File: config.mk
export PLATFORM = sky130hd
export DESIGN_NAME = game_state_controller
export DESIGN_NICKNAME = d
export VERILOG_FILES = /design/src/rtl/game_pkg.sv /design/src/rtl/tick_divider.sv /design/src/rtl/game_state_controller.sv
export SDC_FILE = /design/constraint.sdc
export NUM_CORES = 1
export LEC_CHECK = 0
export CAP_MARGIN = 20
export CORE_MARGIN = 2
export CORE_UTILIZATION = 25
export DETAILED_ROUTE_END_ITERATION = 8
export PLACE_DENSITY = 0.5
export SYNTH_ARGS = -nofsm -noshare
export SYNTH_HDL_FRONTEND = slang
export SYNTH_SLANG_ARGS = --single-unit
File: constraint.sdc
create_clock -name clock_in -period 2.6 [get_ports clock_in]
set_input_delay 0.39 -clock clock_in [delete_from_list [all_inputs] [get_ports clock_in]]
set_output_delay 0.39 -clock clock_in [all_outputs]
set_load 0.02 [all_outputs]
File: src/rtl/game_pkg.sv
// Shared game definitions: state encoding and player-count encoding used by
// the state controller, game logic and graphics.
package game_pkg;

  typedef enum logic [2:0] {
    GS_IDLE      = 3'd0,
    GS_COUNTDOWN = 3'd1,
    GS_PLAY      = 3'd2,
    GS_PAUSED    = 3'd3,
    GS_OVER      = 3'd4
  } game_state_t;

  // Player count is carried as count-1 so four players fit in two bits.
  typedef enum logic [1:0] {
    PLAYERS_1 = 2'd0,
    PLAYERS_2 = 2'd1,
    PLAYERS_3 = 2'd2,
    PLAYERS_4 = 2'd3
  } num_players_t;

  function automatic logic is_timed(input game_state_t s);
    return (s == GS_COUNTDOWN) || (s == GS_PLAY);
  endfunction

endpackage

File: src/rtl/tick_divider.sv
// One-second prescaler: counts 0..CLK_HZ-1 while enabled, holds otherwise,
// and flags the wrap cycle as tick.
module tick_divider #(
  parameter int CLK_HZ = 25_000_000
) (
  input  logic clock_in,
  input  logic reset_n_in,
  input  logic enable,
  input  logic clear,
  output logic tick
);

  localparam int unsigned CNT_W = $clog2(CLK_HZ);
  localparam logic [CNT_W-1:0] MAX_COUNT = CNT_W'(CLK_HZ - 1);

  logic [CNT_W-1:0] count_q;
  logic [CNT_W-1:0] count_d;

  assign tick = enable && (count_q == MAX_COUNT);

  always_comb begin
    count_d = count_q;
    if (clear) begin
      count_d = '0;
    end else if (enable) begin
      count_d = tick ? '0 : count_q + CNT_W'(1);
    end
  end

  // NOTE: state registers use non-blocking assignments so every flop samples
  // pre-edge values, independent of process ordering.
  always_ff @(posedge clock_in or negedge reset_n_in) begin
    if (!reset_n_in) count_q <= '0;
    else             count_q <= count_d;
  end

endmodule

File: src/rtl/game_state_controller.sv
// Game sequencer: idle, start countdown, timed round, pause and game over,
// with seconds countdown, one-second tick and play enable.
module game_state_controller
  import game_pkg::*;
#(
  parameter int CLK_HZ        = 25_000_000,
  parameter int ROUND_SECONDS = 180,
  parameter int START_SECONDS = 3
) (
  input  logic       clock_in,
  input  logic       reset_n_in,
  input  logic       start_in,
  input  logic       pause_in,
  input  logic       restart_in,
  input  logic [1:0] num_players_in,
  output logic [2:0] game_state_out,
  output logic [7:0] time_left_out,
  output logic       second_tick_out,
  output logic       play_enable_out,
  output logic [1:0] num_players_out,
  output logic       round_done_out
);

  game_state_t state_q, state_d;
  logic [3:0]  countdown_q, countdown_d;
  logic [7:0]  round_q, round_d;
  logic [7:0]  time_left_q, time_left_d;
  logic [1:0]  players_q, players_d;
  logic        start_q;
  logic        tick_q, tick_d;
  logic        done_q, done_d;
  logic        play_en_q;

  logic start_rise;
  logic run;
  logic clear;
  logic tick;

  assign start_rise = start_in & ~start_q;

  // Kept outside the FSM process so the divider's tick never feeds back into
  // its own enable.
  assign run   = ~restart_in & (state_q == GS_COUNTDOWN ||
                                (state_q == GS_PLAY && !pause_in));
  assign clear = restart_in | (state_q == GS_IDLE && start_rise && !pause_in);

  tick_divider #(
    .CLK_HZ(CLK_HZ)
  ) u_tick_divider (
    .clock_in  (clock_in),
    .reset_n_in(reset_n_in),
    .enable    (run),
    .clear     (clear),
    .tick      (tick)
  );

  // NOTE: every signal driven here gets a default first; a path that leaves
  // one unassigned would infer a latch.
  always_comb begin
    state_d     = state_q;
    countdown_d = countdown_q;
    round_d     = round_q;
    players_d   = players_q;
    tick_d      = 1'b0;
    done_d      = 1'b0;

    if (restart_in) begin
      state_d     = GS_IDLE;
      countdown_d = '0;
      round_d     = '0;
    end else begin
      case (state_q)
        GS_IDLE: begin
          if (start_rise && !pause_in) begin
            state_d     = GS_COUNTDOWN;
            countdown_d = 4'(START_SECONDS);
            players_d   = num_players_in;
          end
        end
        GS_COUNTDOWN: begin
          if (tick) begin
            tick_d = 1'b1;
            if (countdown_q <= 4'd1) begin
              state_d     = GS_PLAY;
              countdown_d = '0;
              round_d     = 8'(ROUND_SECONDS);
            end else begin
              countdown_d = countdown_q - 4'd1;
            end
          end
        end
        GS_PLAY: begin
          if (pause_in) begin
            state_d = GS_PAUSED;
          end else if (tick) begin
            tick_d = 1'b1;
            if (round_q <= 8'd1) begin
              state_d = GS_OVER;
              round_d = '0;
              done_d  = 1'b1;
            end else begin
              round_d = round_q - 8'd1;
            end
          end
        end
        GS_PAUSED: begin
          if (!pause_in) state_d = GS_PLAY;
        end
        GS_OVER: begin
          if (start_rise) state_d = GS_IDLE;
        end
        default: begin
          state_d     = GS_IDLE;
          countdown_d = '0;
          round_d     = '0;
        end
      endcase
    end
  end

  // The displayed time is registered from next-state values so it changes on
  // the same edge as the state.
  always_comb begin
    time_left_d = '0;
    if (state_d == GS_COUNTDOWN)                         time_left_d = {4'b0, countdown_d};
    else if (state_d == GS_PLAY || state_d == GS_PAUSED) time_left_d = round_d;
  end

  always_ff @(posedge clock_in or negedge reset_n_in) begin
    if (!reset_n_in) begin
      state_q     <= GS_IDLE;
      countdown_q <= '0;
      round_q     <= '0;
      time_left_q <= '0;
      players_q   <= '0;
      start_q     <= 1'b0;
      tick_q      <= 1'b0;
      done_q      <= 1'b0;
      play_en_q   <= 1'b0;
    end else begin
      state_q     <= state_d;
      countdown_q <= countdown_d;
      round_q     <= round_d;
      time_left_q <= time_left_d;
      players_q   <= players_d;
      start_q     <= start_in;
      tick_q      <= tick_d && is_timed(state_q);
      done_q      <= done_d;
      play_en_q   <= (state_d == GS_PLAY);
    end
  end

  assign game_state_out  = state_q;
  assign time_left_out   = time_left_q;
  assign second_tick_out = tick_q;
  assign play_enable_out = play_en_q;
  assign num_players_out = players_q;
  assign round_done_out  = done_q;

endmodule

==> metrics <==
core box area=~11,000 µm²; top post-synthesis cells by area=dfrtp_1 (46%), nor2_1 (5.5%), a21oi_1 (4.0%); Setup Skew=between 0.005 and 0.006 ns; io pins=23; WP data required=2.78 ns; r2r setup slk=between 0.08 and 0.09 ns; final worst slack=0.0840 ns; VDD IR-drop max=0.229 mV; pre-CTS setup slack=-0.215 ns; Final Slew Violations=0; Post-synth top flop=dfrtp_1; Yosys Warn Count=0; outcome=completed; Seq/Total Area, Yosys=0.464; sequential group share of total power=0.507; Pint=0.00131 W; total setup buffers inserted after CTS=0; sw frac=0.231; worst slew pin tran=0.616 ns; Worst-path clk slew=about 0.06 ns; # setup viols final=0; most common cell after layout, fill and taps aside=dfrtp_1; FF+latch count, synth=54; CP max-delay cell=or4_1; final hold viol count=0; critical path fanouts, max=2; mapped cell area=just under 3000 µm²; Worst setup EP type=register; crit path buf inv count=1; initial cell density of the core=0.256; HPWL Detailed=approximately 5.8 mm; share of layout cells above drive strength 1=0.200; crit-path max cell delay=around 0.57 ns; vias per inst=4.85; critical path type=reg -> reg; Post-Synthesis Cells=about 310; worst setup path startpoint=round_q[3]$_DFF_PN0_; R2R cell count=7; crit-path cells=or4_1 > or4_1 > a2111oi_1 > a21oi_1 > nor3_2 > buf_4 > o32ai_2; die width=112 µm; Worst-Skew Late Latency=roughly 0.29 ns; P_sw=between 0.0003 and 0.0004 W; final worst-path cycle share=0.968; Crit path top cell by count=or4_1; Rows=39; startpoint types=register; GPL Wtd Cong=between 0.8 and 0.9; placed cells=roughly 520; DRT Pass-1 Iters=4; setup total negative slack=0 ns; reg-to-reg startpoint=round_q[3]$_DFF_PN0_; RSZ-0062 raised after global routing=false; grt total ovfl=0; Worst EP arrival=~2.7 ns; CTS tree=done; highest clock rate=397 MHz; H-tree Lvls=2; max-cap violations=0; routed len/inst=14.3 µm; DR iter-0 viols=approximately 120; PD cells=about 440 nW/µm²; CTS Buf Count=5; family with the most delay on the worst path=simple AND/OR/NAND/NOR gates; Finished Layout Cells=523; asr flop ratio synth=1.00; reg2reg end=time_left_out[3]$_DFF_PN0_; Antenna diodes=0; Final ANT Viol Nets=0; Area growth syn-to-layout=32.1%; most frequent cells in the layout=dfrtp_1 (54), buf_4 (50), nor2_1 (43); cell taking the most area after synthesis=dfrtp_1; PortBufs=22; CTS Sinks=between 50 and 60; die area=approximately 13,000 µm²; Clock Tree Root=clkbuf_16; total wire length=around 7.5 mm; first-pass GRT wire length=between 10 and 15 mm; Min Hold Slack=0.109 ns; antenna violations before repair=0; Tmin final=approximately 2.5 ns; Post-Syn Nets=approximately 320; Final Core Density=0.338; Comb pwr share=0.096; GRT Total Usage=0.125; Avg Inst Size Synth=9.42 µm²; Lkg Pwr=1.62 nW; vias in the first global route=2,555; number of synthesized flops with an enable pin=0; via count=between 2,000 and 3,000; top cell type's share of synthesized area=0.464; buffer depth of the longest clock path=2; Clk pwr share=0.397; nets=about 390; Die Height=112 µm; Max-slew headroom=0.590; HP Class=in -> async; distinct cell type count after synthesis=~50; largest net degree at the start of global routing=31; Residual DRC=0
-- stage by stage --
step	power, W	instance area [µm²]
final	0.00170	3850
after global routing	0.00177	3850
after CTS	0.00173	3820
after detailed placement	0.00104	3670
after global placement	0.00104	3670
after floorplan	0.000946	2910
-- flip-flops by register name, summed over array words and instances, names as in the netlist, 2 cells and up --
name                    count
u_tick_divider.count_q     25
num_players_out             2
countdown_q                 4
time_left_out               8
game_state_out              3
round_q                     8
-- worst max-delay path by stage --
stage / to / slack [ns] / cells after the start
2_1_floorplan: time_left_out[0]$_DFF_PN0_ / 0.01 / 9
3_3_place_gp: time_left_out[0]$_DFF_PN0_ / -0.18 / 9
3_5_place_dp: time_left_out[0]$_DFF_PN0_ / -0.22 / 8
4_1_cts: time_left_out[3]$_DFF_PN0_ / 0.02 / 7
5_1_grt: u_tick_divider.count_q[14]$_DFFE_PN0P_ / 0.002 / 8
6_report: time_left_out[3]$_DFF_PN0_ / 0.08 / 7
-- logic make-up after synthesis --
kind of cell,count (synthesis),synth area share
fa+ha+maj,5,0.0215
xor+xnor,21,0.0632
simple gates,139,0.248
mux,3,0.0116
flops,54,0.464
compound gates,65,0.160
buf+inv,22,0.0309
-- cells in the mapped netlist, drive strengths merged (4+ instances only) --
cell / count
dfrtp: 54
nor2: 44
a21oi: 23
nand2: 23
nand3: 13
xor2: 13
inv: 11
o21ai: 11
nor3: 9
clkbuf: 8
or3: 8
xnor2: 8
nand4: 6
ha: 5
nor4: 5
and3: 4
nor2b: 4
o22ai: 4
or2: 4
-- power by group through the flow --
stage	registers, W	logic (W)	clock network, W
after floorplan	0.000888	0.0000580	0
after global placement	0.000876	0.000164	0
after detailed placement	0.000877	0.000165	0
after CTS	0.000861	0.000166	0.000702
after global routing	0.000862	0.000179	0.000731
final	0.000861	0.000164	0.000675
-- area by class of cell --
type | count | area [µm²]
flip-flops and latches | 54 | 1350
inverters | 11 | 41.3
clock buffers | 7 | 143
repair buffers | 74 | 631
fillers | 1193 | 7520
clock inverters | 1 | 5.00
well taps | 143 | 179
multi-input cells | 233 | 1500
-- metal layers --
metal / vias up / GRT usage / routed length [µm]
met2: 36 / 0.205 / 3520
met3: 12 / 0.0283 / 255
li1: 1243 / - / -
met1: 1247 / 0.163 / 3580
met4: 0 / 0.0412 / 119
met5: - / 0 / 0
-- repair_timing --
| action | 4_1_cts | 5_1_grt |
|---|---|---|
| pin swaps | 0 | 0 |
| resized for setup | 1 | 5 |
| setup endpoints to repair | 1 | 10 |
| hold buffers | 0 | 0 |
Note: power is estimated with default switching activity, not from simulation.
